## src/rtl/cpu_pkg.sv

```systemverilog
// rtl/cpu_pkg.sv - shared encodings and default widths for the memory port arbiter
package cpu_pkg;

  localparam int CPU_ADDR_W = 8;
  localparam int CPU_DATA_W = 8;

  typedef enum logic [1:0] {
    ST_IDLE   = 2'd0,
    ST_ACCESS = 2'd1,
    ST_RESP   = 2'd2
  } arb_state_t;

  typedef enum logic {
    OWN_IF  = 1'b0,
    OWN_MEM = 1'b1
  } owner_t;

endpackage

```

## src/rtl/arb_priority.sv

```systemverilog
// rtl/arb_priority.sv - two-input priority pick, data first unless fetch is starved
module arb_priority (
  input  logic if_valid,
  input  logic mem_valid,
  input  logic starved,
  output logic grant_valid,
  output logic grant_if
);

  // Data wins ties; a starved fetch side takes the tie instead
  always_comb begin
    grant_valid = if_valid | mem_valid;
    grant_if    = if_valid & (~mem_valid | starved);
  end

endmodule

```

## src/rtl/mem_port_arbiter.sv

```systemverilog
// rtl/mem_port_arbiter.sv - single RAM port shared by instruction fetch and data access
module mem_port_arbiter
  import cpu_pkg::*;
#(
  parameter int ADDR_W       = CPU_ADDR_W,
  parameter int DATA_W       = CPU_DATA_W,
  parameter int STARVE_LIMIT = 3,
  parameter int TIMEOUT      = 15
) (
  input  logic              internal_clock,
  input  logic              reset,
  input  logic              if_req,
  input  logic [ADDR_W-1:0] if_addr,
  output logic              if_ack,
  output logic [DATA_W-1:0] if_rdata,
  input  logic              mem_req,
  input  logic              mem_we,
  input  logic [ADDR_W-1:0] mem_addr,
  input  logic [DATA_W-1:0] mem_wdata,
  output logic              mem_ack,
  output logic [DATA_W-1:0] mem_rdata,
  input  logic              flush,
  input  logic              halted,
  output logic              ram_req,
  output logic              ram_we,
  output logic [ADDR_W-1:0] ram_addr,
  output logic [DATA_W-1:0] ram_wdata,
  input  logic [DATA_W-1:0] ram_rdata,
  input  logic              ram_ready,
  output logic              bus_err,
  output logic              busy
);

  localparam int SC_W = $clog2(STARVE_LIMIT + 2);
  localparam int TO_W = (TIMEOUT > 2) ? $clog2(TIMEOUT) : 1;

  arb_state_t        state_q, state_d;
  owner_t            owner_q, owner_d;
  logic              flushed_q, flushed_d;
  logic [SC_W-1:0]   starve_cnt_q, starve_cnt_d;
  logic [TO_W-1:0]   tmo_cnt_q, tmo_cnt_d;
  logic              ram_req_q, ram_req_d;
  logic              ram_we_q, ram_we_d;
  logic [ADDR_W-1:0] ram_addr_q, ram_addr_d;
  logic [DATA_W-1:0] ram_wdata_q, ram_wdata_d;
  logic              if_ack_q, if_ack_d;
  logic              mem_ack_q, mem_ack_d;
  logic              bus_err_q, bus_err_d;
  logic              busy_q, busy_d;
  logic [DATA_W-1:0] if_rdata_q, if_rdata_d;
  logic [DATA_W-1:0] mem_rdata_q, mem_rdata_d;

  logic              grant_valid, grant_if;
  logic              start, ram_done, timed_out, finish, drop_fetch;
  logic [DATA_W-1:0] resp_data;

  // A fetch presented together with flush is treated as absent
  arb_priority u_arb (
    .if_valid    (if_req & ~flush),
    .mem_valid   (mem_req),
    .starved     (starve_cnt_q == SC_W'(STARVE_LIMIT)),
    .grant_valid (grant_valid),
    .grant_if    (grant_if)
  );

  // Transaction events derived from the current state
  always_comb begin
    start      = (state_q == ST_IDLE) && !halted && grant_valid;
    ram_done   = (state_q == ST_ACCESS) && ram_ready;
    timed_out  = (state_q == ST_ACCESS) && !ram_ready && (tmo_cnt_q == TO_W'(TIMEOUT - 1));
    finish     = ram_done || timed_out;
    drop_fetch = (owner_q == OWN_IF) && (flushed_q || flush);
    resp_data  = ram_done ? ram_rdata : '0;
  end

  // State register
  always_ff @(posedge internal_clock or posedge reset) begin
    if (reset) state_q <= ST_IDLE;
    else       state_q <= state_d;
  end

  // Next-state logic: RESP always lasts exactly one cycle
  always_comb begin
    state_d = state_q;
    case (state_q)
      ST_IDLE:   if (start)  state_d = ST_ACCESS;
      ST_ACCESS: if (finish) state_d = ST_RESP;
      ST_RESP:               state_d = ST_IDLE;
      default:               state_d = ST_IDLE;
    endcase
  end

  // Output and datapath next values; operands are only sampled on a grant
  always_comb begin
    owner_d      = owner_q;
    flushed_d    = flushed_q;
    starve_cnt_d = starve_cnt_q;
    tmo_cnt_d    = tmo_cnt_q;
    ram_req_d    = ram_req_q;
    ram_we_d     = ram_we_q;
    ram_addr_d   = ram_addr_q;
    ram_wdata_d  = ram_wdata_q;
    if_rdata_d   = if_rdata_q;
    mem_rdata_d  = mem_rdata_q;
    if_ack_d     = 1'b0;
    mem_ack_d    = 1'b0;
    bus_err_d    = 1'b0;
    busy_d       = (state_d != ST_IDLE);
    case (state_q)
      ST_IDLE: begin
        if (start) begin
          owner_d     = grant_if ? OWN_IF : OWN_MEM;
          flushed_d   = 1'b0;
          tmo_cnt_d   = '0;
          ram_req_d   = 1'b1;
          ram_we_d    = !grant_if && mem_we;
          ram_addr_d  = grant_if ? if_addr : mem_addr;
          ram_wdata_d = grant_if ? '0 : mem_wdata;
          // Count data grants that made a waiting fetch wait; saturate at the limit
          if (grant_if || !if_req) begin
            starve_cnt_d = '0;
          end else if (starve_cnt_q != SC_W'(STARVE_LIMIT)) begin
            starve_cnt_d = starve_cnt_q + 1'b1;
          end
        end
      end
      ST_ACCESS: begin
        flushed_d = flushed_q || ((owner_q == OWN_IF) && flush);
        if (finish) begin
          ram_req_d = 1'b0;
          if (owner_q == OWN_MEM) begin
            mem_ack_d   = 1'b1;
            mem_rdata_d = resp_data;
            bus_err_d   = timed_out;
          end else if (!drop_fetch) begin
            if_ack_d   = 1'b1;
            if_rdata_d = resp_data;
            bus_err_d  = timed_out;
          end
        end else begin
          tmo_cnt_d = tmo_cnt_q + 1'b1;
        end
      end
      default: ;
    endcase
  end

  // Datapath and output registers
  always_ff @(posedge internal_clock or posedge reset) begin
    if (reset) begin
      owner_q      <= OWN_IF;
      flushed_q    <= 1'b0;
      starve_cnt_q <= '0;
      tmo_cnt_q    <= '0;
      ram_req_q    <= 1'b0;
      ram_we_q     <= 1'b0;
      ram_addr_q   <= '0;
      ram_wdata_q  <= '0;
      if_ack_q     <= 1'b0;
      mem_ack_q    <= 1'b0;
      bus_err_q    <= 1'b0;
      busy_q       <= 1'b0;
      if_rdata_q   <= '0;
      mem_rdata_q  <= '0;
    end else begin
      owner_q      <= owner_d;
      flushed_q    <= flushed_d;
      starve_cnt_q <= starve_cnt_d;
      tmo_cnt_q    <= tmo_cnt_d;
      ram_req_q    <= ram_req_d;
      ram_we_q     <= ram_we_d;
      ram_addr_q   <= ram_addr_d;
      ram_wdata_q  <= ram_wdata_d;
      if_ack_q     <= if_ack_d;
      mem_ack_q    <= mem_ack_d;
      bus_err_q    <= bus_err_d;
      busy_q       <= busy_d;
      if_rdata_q   <= if_rdata_d;
      mem_rdata_q  <= mem_rdata_d;
    end
  end

  assign ram_req   = ram_req_q;
  assign ram_we    = ram_we_q;
  assign ram_addr  = ram_addr_q;
  assign ram_wdata = ram_wdata_q;
  assign if_ack    = if_ack_q;
  assign if_rdata  = if_rdata_q;
  assign mem_ack   = mem_ack_q;
  assign mem_rdata = mem_rdata_q;
  assign bus_err   = bus_err_q;
  assign busy      = busy_q;

endmodule

```

## config.mk

```make
export PLATFORM = sky130hd
export DESIGN_NAME = mem_port_arbiter
export DESIGN_NICKNAME = d
export VERILOG_FILES = /design/src/rtl/cpu_pkg.sv /design/src/rtl/arb_priority.sv /design/src/rtl/mem_port_arbiter.sv
export SDC_FILE = /design/constraint.sdc
export NUM_CORES = 1
export LEC_CHECK = 0
export ABC_AREA = 1
export CORE_MARGIN = 2
export CORE_UTILIZATION = 51
export CTS_BUF_LIST = sky130_fd_sc_hd__clkbuf_2 sky130_fd_sc_hd__clkbuf_4 sky130_fd_sc_hd__clkbuf_8
export CTS_CLUSTER_DIAMETER = 30
export DETAILED_ROUTE_END_ITERATION = 16
export PLACE_DENSITY = 0.95
export SETUP_SLACK_MARGIN = 0.1
export SYNTH_ARGS = -nofsm -noshare
export SYNTH_HDL_FRONTEND = slang
export SYNTH_HIERARCHICAL = 1
export SYNTH_SLANG_ARGS = --single-unit
```

## constraint.sdc

```tcl
create_clock -name internal_clock -period 4.4 [get_ports internal_clock]
set_input_delay 0.44 -clock internal_clock [delete_from_list [all_inputs] [get_ports internal_clock]]
set_output_delay 0.44 -clock internal_clock [all_outputs]
set_load 0.1 [all_outputs]
```

# Yosys cells after proc, flatten, opt, wreduce, memory -nomap -nowiden
# Cells that the tools add are included.
[word_totals]
ff_bits = 49
latchBits = 0
ram_bits = 0
mem_bits_ro = 0
inputBits = 40
output_inout_bits = 38
word_cells = 87
memories = 0
[op_classes]
addsub = 2
n_mul = 0
n_div = 0
order_cmp = 0
n_eq_ne = 7
n_shift = 0
muxes = 28
bitwise = 8
reduce_logical = 27
[ops]
columns = ["operator", "n"]
rows = [
  ["two-way mux 8 bit", 3],
  ["two-way mux 1 bit", 15],
  ["AND reduction 3 bit", 4],
  ["logical AND 1 bit", 8],
  ["two-way mux 4 bit", 2],
  ["one-hot mux 4 bit (2 select lines)", 1],
  ["two-way mux 3 bit", 2],
  ["inequality test 2 bit, second input constant", 3],
  ["nonzero test 2 bit", 3],
  ["adder 4 x 1 -> 4 bit, second input constant", 1],
  ["== test 4 bit, second input constant", 1],
  ["logical NOT 1 bit", 4],
  ["logical OR 1 bit", 4],
  ["two-way mux 2 bit", 2],
  ["inverter 1 bit", 4],
  ["one-hot mux 1 bit (2 select lines)", 2],
  ["one-hot mux 2 bit (2 select lines)", 1],
  ["AND reduction 2 bit", 2],
  ["AND reduction 4 bit", 1],
  ["adder 3 x 1 -> 3 bit, second input constant", 1],
  ["== test 3 x 2 -> 1 bit, second input constant", 1],
  ["inequality test 3 x 2 -> 1 bit, second input constant", 1],
  ["AND 1 bit", 2],
  ["== test 2 x 1 -> 1 bit, second input constant", 1],
  ["2 further kinds", 3],
]

# Longest topological paths before layout
[depth]
depth_word = 7
ltp_mapped = 10
depth_no_buf = 9

# Modules after synthesis
# Netlist, hierarchy kept.
[modules_own_cells]
columns = ["mod", "instances", "cells_per_inst", "area_each_um2", "seq_area_each_um2"]
rows = [
  ["mem_port_arbiter", 1, 277, 2309.7, 1226.2],
  ["arb_priority", 1, 4, 18.8, 0.0],
]

# Worst setup path before layout
# Ideal clock, no wire load.
[synth_timing]
path_kind = "reg2reg"
startpoint = "reg starve_cnt_q[0]"
endpoint = "reg ram_addr_q[0] (netlist: ram_addr[0])"
setup_ps = 120
t_arrival_ps = 1364
t_required_ps = 4280
slack_ps = 2916
path_stages_with_launch = 11
n_path_buf = 1
synth_period_minus_slack_ps = 1484
cell_sequence = "dfrtp_1 > ha_1 > ha_1 > inv_1 > a21oi_1 > buf_2 > inv_1 > nand2_1 > nand2_1 > nand2_1 > nand2_1"
[synth_via]
elab_chain_cells = 4
[synth_rtl]
columns = ["item", "line_no", "rtl"]
rows = [
  ["from (decl)", "mem_port_arbiter.sv:40", "logic [SC_W-1:0] starve_cnt_q, starve_cnt_d;"],
  ["from (signal assigned)", "mem_port_arbiter.sv:168", "starve_cnt_q <= starve_cnt_d;"],
  ["== test 3 x 2 -> 1 bit", "mem_port_arbiter.sv:61", ".starved (starve_cnt_q == SC_W'(STARVE_LIMIT)),"],
  ["OR 1 bit", "arb_priority.sv:13", "grant_if = if_valid & (~mem_valid | starved);"],
  ["AND 1 bit", "arb_priority.sv:13", ""],
  ["named net grant_if", "mem_port_arbiter.sv:53", "logic grant_valid, grant_if;"],
  ["two-way mux 8 bit", "mem_port_arbiter.sv:117", "ram_addr_d = grant_if ? if_addr : mem_addr;"],
  ["to (signal assigned)", "mem_port_arbiter.sv:172", "ram_addr_q <= ram_addr_d;"],
  ["to (decl)", "mem_port_arbiter.sv:44", "logic [ADDR_W-1:0] ram_addr_q, ram_addr_d;"],
]
# The timed path passes the listed nets, and every way through them passes these cells.
# A chain may end at the register's enable or synchronous reset.

# Worst setup path in the final report
[layout_timing]
startpoint = "in flush"
endpoint = "reg ram_addr_q[5] (netlist: ram_addr[5])"
[layout_via]
elab_cells_between_ends = 7
classes_between = "mux: 1; bitwise: 4; reduce/logical: 2"
[layout_lines]
columns = ["item", "line_no", "rtl"]
rows = [
  ["from (decl)", "mem_port_arbiter.sv:22", "input logic flush,"],
  ["inverter 1 bit", "mem_port_arbiter.sv:59", ".if_valid (if_req & ~flush),"],
  ["AND 1 bit", "mem_port_arbiter.sv:59", ""],
  ["AND 1 bit", "arb_priority.sv:13", ""],
  ["named net grant_if", "mem_port_arbiter.sv:53", ""],
  ["two-way mux 8 bit", "mem_port_arbiter.sv:117", ""],
]
# The timed path passes the listed nets, and every way through them passes these cells.

==> flow_summary.toml <==
[yosys]
syn_nets = 325
ys_async_sr_fraction = 1.00
syn_avg_cell_area_sq_um = 8.29
synth-main-ff-cell = "dfrtp_1"
seq_area_frac_synth = 0.527
synth_cell_types = 24
post-synth-top-area-cell = "dfrtp_1"
netlist_area_sq_mm = 0.00233
synth_top_area_frac = 0.527
synth_edf_count = 0
yosys_warnings = 6
synth.area.top_cells = "dfrtp_1 (53%), nand2_1 (20%), inv_1 (5.6%)"
ys_ff_latch = 49
postSynthCellCount = 281
synth_common_cells = "nand2_1 (124), dfrtp_1 (49), inv_1 (35)"
post-synth-top-count-cell = "nand2_1"

[floorplan]
fp.coreArea_sq_mm = 0.00438
rows = 24
top_level_ports = 78
dieArea_sq_mm = 0.00512
die_width_um = 71.6
die_y_um = 71.6
start_util = 0.531

[setup_path]
arrival_ns = 2.46
slowest_delay_ns = 0.72
cp-start-kind = "primary input"
required_ns = 4.58
cp_cell_sequence = "clkdlybuf4s50_1 > nor2_1 > inv_1 > a21oi_1 > inv_1 > nand2_1 > nand2_1 > nand2_1 > nand2_1"
end_kind = "flip-flop"
path_common_cell = "nand2_1"
critical_path_class = "primary input to flip-flop"
slowest_stage = "a21oi_1"
crit_fanout = 11

[timing]
fin_tns_setup_ns = 0
clock_skew_ns = 0.0119
slew_headroom = 0.331
setup_viol = 0
finalHoldViolCount = 0
tightest_slew_ns = 1.00
fmax_ghz = 0.438
fin_crit_sh = 0.519
slew_violations = 0
period_needed_ns = 2.28
rsz0062_at_grt = "false"

[grt]
grt_max_degree = 50
grt_use_total = 0.214
antenna_found_initial = 0
grt_overflow = 0
grt_pass1_vias = 1998
grt_first_pass_wirelength_mm = 8.63

[power_and_ir_drop]
leakage_uw = 0.00162
total_power_uw = 1940
ir_drop_v = 0.000448
power_density_mw_per_mm2 = 606

[finish]
drive_gt1_frac = 0.0836
n_fill_cell = 341
area_growth_pct = 37.4
multi_input_comb_area_sq_um = 907
regArea_sq_mm = 0.00123
final_cell_count_no_fill = 411
nNetsFinal = 402
postLayoutCellArea_sq_mm = 0.00320
diodes = 0

[placement]
dp_cells = 403
hpwl_mm = 3.76
placed_cell_area_sq_mm = 0.00311
numPortBuffers = 77
place.gp.congestion = 0.742

[job]
maxCapViolations = 0

[worst_hold_path]
hold_class = "flip-flop to flip-flop"

[routing]
drt-wirelength-per-cell_um = 12.3
via_count = 2017
drc_errors = 0
vias_per_cell = 4.91
postRouteAntennaNets = 0
drtIter0Drc = 97
dr.pass1.iters = 4
drt-total-wl_mm = 5.06

[clock_tree]
cts-root-buf = "clkbuf_8"
path_clk_slew_ns = 0.08
cts_buffers = 5
cts_resized = 0
cts_num_sinks = 49
cts_tree = "done"
htree_levels = 2
cts_setup_buffers = 0
cts_hold_buf = 0
clock_latency_ns = 0.29
clk_path_buf_depth = 2

[status]
status = "finished, final reports clean"
## flip-flops by register name, summed over array words and instances, names as in the netlist
| name | count |
|---|---|
| starve_cnt_q | 3 |
| mem_ack | 1 |
| if_ack | 1 |
| ram_addr | 8 |
| tmo_cnt_q | 4 |
| owner_q | 1 |
| busy | 1 |
| ram_wdata | 8 |
| ram_req | 1 |
| bus_err | 1 |
| flushed_q | 1 |
| ram_we | 1 |
| state_q | 2 |
| if_rdata | 8 |
| mem_rdata | 8 |
## kinds of logic after synthesis
kind of cell               share of synthesized area
and+or+nand+nor                                0.314
DFF                                            0.527
buffers and inverters                         0.0838
AOI/OAI and AO/OA                             0.0500
adders and majority gates                     0.0215
xor gates and xnor gates                     0.00376
## where the power goes
| part | leakage (uW) | switching (uW) | internal, uW | total, uW |
|---|---|---|---|---|
| sequential | 0.000644 | 70.1 | 556 | 626 |
| combinational | 0.000932 | 805 | 239 | 1040 |
| clock | 0.0000453 | 143 | 125 | 268 |
## cell type report
type | count | area share
sequential | 49 | 0.383
timing repair buffer | 77 | 0.241
clock buffer | 7 | 0.0262
clock inverter | 1 | 0.00235
tap | 52 | 0.0203
multi-input combinational | 188 | 0.284
inverter | 37 | 0.0434
## layout by cell type, fill, tap and decap left out, types with 3 or more instances in the layout
cell,n
clkdlybuf4s50_1,77
nor2_1,18
ha_1,4
o21ai_2,8
nand3_1,6
inv_2,3
nand2_1,124
dfrtp_1,49
inv_1,34
clkbuf_8,5
a21oi_1,3
nand4_1,9
nand3_2,3
## critical path: cells and delay by family
family                 cells  cell delay (ns)
AO/OA/AOI/OAI              1             0.72
buffers and inverters      3             0.84
AND/OR/NAND/NOR            5             0.46
## through the flow
step | worst slack [ns] | util | hold slack [ns]
2_1_floorplan | 2.79 | - | 0.449
3_3_place_gp | 1.95 | 0.709 | 0.463
3_5_place_dp | 1.80 | 0.709 | 0.464
4_1_cts | 2.12 | 0.730 | 0.487
5_1_grt | 1.92 | 0.730 | 0.505
6_report | 2.12 | 0.730 | 0.483
## routing by layer
metal  part of all wire  up-vias  wire length, um  track usage
li1                   -     1008                -            -
met1               0.43      928             2150        0.255
met4              0.013        0               67       0.0860
met3              0.072        6              363       0.0520
met5                  0        -                0            0
met2               0.49       75             2480        0.372
## final timing paths
kind | startpoint | to | slack, ns | cells after the start
max reg2reg | starve_cnt_q[0]$_DFFE_PP0P_ | ram_addr[5]$_DFFE_PP0P_ | 2.14 | 9
min | ram_wdata[7]$_DFFE_PP0P_ | ram_wdata[7]$_DFFE_PP0P_ | 0.48 | 2
min reg2reg | ram_wdata[7]$_DFFE_PP0P_ | ram_wdata[7]$_DFFE_PP0P_ | 0.48 | 2
max | flush | ram_addr[5]$_DFFE_PP0P_ | 2.12 | 9
min in group asynchronous | reset | if_rdata[3]$_DFFE_PP0P_ | 0.68 | 2
max in group asynchronous | reset | tmo_cnt_q[3]$_DFFE_PP0P_ | 3.11 | 2
No activity file was read; power rests on OpenSTA's default activity.
==> RTL edit 1: new RTL, same flow settings <==
Encoding of `arb_state_t`: now one-hot (3 bits for 3 states).
--- a/src/rtl/cpu_pkg.sv
+++ b/src/rtl/cpu_pkg.sv
@@ -4,10 +4,10 @@
   localparam int CPU_ADDR_W = 8;
   localparam int CPU_DATA_W = 8;
 
-  typedef enum logic [1:0] {
-    ST_IDLE   = 2'd0,
-    ST_ACCESS = 2'd1,
-    ST_RESP   = 2'd2
+  typedef enum logic [2:0] {
+    ST_IDLE   = 3'b001,
+    ST_ACCESS = 3'b010,
+    ST_RESP   = 3'b100
   } arb_state_t;
 
   typedef enum logic {
Formal check against the unedited RTL: no difference found for any inputs over 10 cycles, from zero or initial values and one cycle with reset high; not proved beyond that.
==> RTL edit 1 against the unedited design <==
- combinational power up 6%
- sequential share of layout area rose by 1.0 points
- critical endpoint unchanged
- setup slack worse by 0.26 ns
- synthesized area shrank 2.0%
- wire length grew 6.0%
- sequential cell count up 1
- total power grew 7.3%
- design area is 0.55% lower
- synthesized cell count is 5.0% lower
- critical path depth is the same
- highest routed layer unchanged
==> RTL edit 1: results (changes against the unedited design) <==
metric,value,unit,change
syn-num-nets,311,,-4.3%
routed_wl,5.36,mm,+6.0%
p_leak,1.61,nW,-0.41%
postSynthCellCount,267,,-5.0%
grt_max_degree,51,,+2.0%
ir_drop,0.465,mV,+3.7%
drive_above_1_share,7.85,%,-0.51 points
grt_pass1_wl,9.04,mm,+4.8%
gr-usage-met3,4.56,%,-0.65 points
vias,2026,,+0.45%
slew_headroom,33.8,%,+0.74 points
route.met2.wl,2.69,mm,+8.6%
rrSetupSlack,1.91,ns,-0.23 ns
synthAdderAreaFrac,2.19,%,+0.045 points
ys_types,23,,-4.2%
final_nets,387,,-3.7%
power_clock,0.000324,W,+21%
grt_use_met1,29.7,%,+4.2 points
met2_usage,39.0,%,+1.8 points
power.share.clock,15.6,%,+1.8 points
powerSeq,0.000655,W,+4.6%
crit_fanout,18,,+7
holdWs,0.480,ns,-0.00329 ns
ys_seq_area_share,54.9,%,+2.2 points
drt_first_iter_violations,124,,+28%
synth_area_leaders,"dfrtp_1 54%, nand2_1 16%, nand3_1 5.5%, inv_1 5.3%, o211ai_1 2.6%",,
switchingPower,0.00109,W,+7.5%
fin_skew,0.00911,ns,-0.00277 ns
place_congestion,0.833,,+12%
regArea,0.00125,sq mm,+2.1%
grt_usage,22.6,%,+1.2 points
status,completed,,
cp_data_arrival_time,2.74,ns,+0.28 ns
max_freq,0.393,GHz,-10%
hpwl,3.91,mm,+4.2%
synth_compound_area_share,5.10,%,+0.10 points
place_ws,1.54,ns,-0.265 ns
RTL edit 1: path summary, 6_finish.rpt:
kind | cells after the start | end | start
min in group asynchronous | 2 | if_rdata[6]$_DFFE_PP0P_ | reset
min reg2reg | 2 | if_rdata[5]$_DFFE_PP0P_ | if_rdata[5]$_DFFE_PP0P_
max in group asynchronous | 2 | tmo_cnt_q[3]$_DFFE_PP0P_ | reset
max reg2reg | 8 | ram_addr[5]$_DFFE_PP0P_ | starve_cnt_q[0]$_DFFE_PP0P_
max | 9 | ram_addr[5]$_DFFE_PP0P_ | if_req
min | 2 | if_rdata[5]$_DFFE_PP0P_ | if_rdata[5]$_DFFE_PP0P_
RTL edit 1: cell type report:
class	count	share of cell area (%)
multi-input cells	177	27.0
flip-flops and latches	50	39.4
repair buffers	77	24.2
clock buffers	5	2.16
well taps	52	2.04
clock inverters	3	1.42
inverters	32	3.78
==> RTL edit 2: new RTL, same settings <==
Without the edit above. `TIMEOUT`: 15 -> 30.
--- a/src/rtl/mem_port_arbiter.sv
+++ b/src/rtl/mem_port_arbiter.sv
@@ -5,7 +5,7 @@
   parameter int ADDR_W       = CPU_ADDR_W,
   parameter int DATA_W       = CPU_DATA_W,
   parameter int STARVE_LIMIT = 3,
-  parameter int TIMEOUT      = 15
+  parameter int TIMEOUT      = 30
 ) (
   input  logic              internal_clock,
   input  logic              reset,
Function: same outputs for any inputs over 4 cycles, from zero or initial values and one cycle with reset high; that may be too few to reach the edited logic, so the function may still have changed.
==> RTL edit 2 against the unedited design <==
- clock skew is 0.0082 ns lower
- final cell count is 2.4% lower
- design area shrank 0.82%
- die area shrank 0.40%
- total power grew 14%
- synthesized area is 0.43% lower
- via count grew 2.7%
- synthesized cell count fell by 2.8%
- sequential cell count up 1
- sequential power up 10%
- wire length up 6.3%
- setup slack got worse by 0.37 ns
- critical path type unchanged
- critical endpoint is now ram_addr[6]$_DFFE_PP0P_
- largest power group unchanged
==> RTL edit 2: results (changes against the unedited design) <==
metric,value,unit,change
hpwl,3.93,mm,+4.6%
period_needed,2.65,ns,+0.371 ns
cp_data_arrival_time,2.83,ns,+0.37 ns
syn-num-nets,317,,-2.5%
hold_class,register to register,,
synth_xor_area_share,0.756,%,+0.38 points
synthAdderAreaFrac,2.16,%,+0.0093 points
critPathSlowestCell,a21oi_1,,
ir_drop,0.348,mV,-22%
place_congestion,0.795,,+7.1%
crit_start,if_req,,
hold_path_end,mem_rdata[3]$_DFFE_PP0P_,,
place_ws,1.50,ns,-0.301 ns
synth_area_leaders,"dfrtp_1 54%, nand2_1 15%, nor2_1 4.9%, inv_1 4.7%, nand3_1 3.7%",,
placed_area,0.00309,sq mm,-0.60%
p_leak,1.61,nW,-0.59%
timing.rr.end,ram_addr[6]$_DFFE_PP0P_,,
cts-htree-levels,2,,unchanged
rrSetupSlack,1.79,ns,-0.35 ns
viasPerCell,5.17,,+5.3%
crit_fanout,17,,+6
ff2ff_path_depth,7,,-2
synthTopCellsByCount,"91 x nand2_1, 50 x dfrtp_1, 30 x nor2_1",,
grt_max_degree,51,,+2.0%
cts-resized-gates,0,,unchanged
grt_usage,22.9,%,+1.5 points
ys_types,26,,+8.3%
slowest_delay,0.65,ns,-0.07 ns
grt_pass1_wl,9.07,mm,+5.2%
syn_avg_cell_area,8.49,sq um,+2.5%
drive_above_1_share,5.73,%,-2.6 points
fin_skew,0.00369,ns,-0.00820 ns
stdcell_count,401,,-2.4%
final_nets,393,,-2.2%
worst_pin_slew,1.01,ns,+0.00687 ns
routed_wl,5.38,mm,+6.3%
drt_first_iter_violations,127,,+31%
hold_start,mem_rdata[3]$_DFFE_PP0P_,,
fillers,324,,-5.0%
ys_seq_area_share,54.0,%,+1.3 points
status,completed,,
## RTL edit 2: changes by cell type after synthesis, moves of 6 or more
cell and delta:
inv_1 -6, nand2_1 -33, nand3_1 +11, nand4_1 -7, nor2_1 +12, o21ai_0 +12, o21ai_2 -8, o31ai_1 +8
## RTL edit 2: where the power goes
| part | total, W | switching, W | internal (W) |
|---|---|---|---|
| Sequential | 0.000689 | 0.000102 | 0.000587 |
| Clock | 0.000262 | 0.000140 | 0.000122 |
| Combinational | 0.00126 | 0.000973 | 0.000286 |
| Total | 0.00221 | 0.00122 | 0.000995 |
## RTL edit 2: per-stage QoR
step	utilization, %	hold slack (ns)
after detailed placement	70.9	0.459
after global placement	70.9	0.454
final	72.9	0.476
after CTS	72.9	0.478
after floorplan	-	0.453
after global routing	72.9	0.504
## RTL edit 2: layout make-up
type | count | area, sq um | area share (%)
Multi-Input combinational cell | 184 | 882 | 27.8
Tap cell | 52 | 65.1 | 2.05
Timing Repair Buffer | 78 | 778 | 24.5
Sequential cell | 50 | 1250 | 39.4
Clock buffer | 7 | 83.8 | 2.64
Inverter | 30 | 113 | 3.55
## RTL edit 2: routing by layer
| layer | vias to the layer above | GRT usage [%] | part of all wire, % | routed length [um] |
|---|---|---|---|---|
| met2 | 90 | 40.0 | 50 | 2660 |
| met1 | 974 | 26.4 | 40 | 2130 |
| met5 | - | 0 | 0 | 0 |
| li1 | 994 | - | - | - |
| met3 | 14 | 6.75 | 8.2 | 440 |
| met4 | 0 | 9.22 | 2.8 | 148 |
## RTL edit 2: cell families after synthesis
kind of cell / after synthesis
AND/OR/NAND/NOR: 152
flip-flops: 50
buffers and inverters: 39
AO/OA/AOI/OAI: 26
adder cells (fa/ha/maj): 4
XOR/XNOR: 2
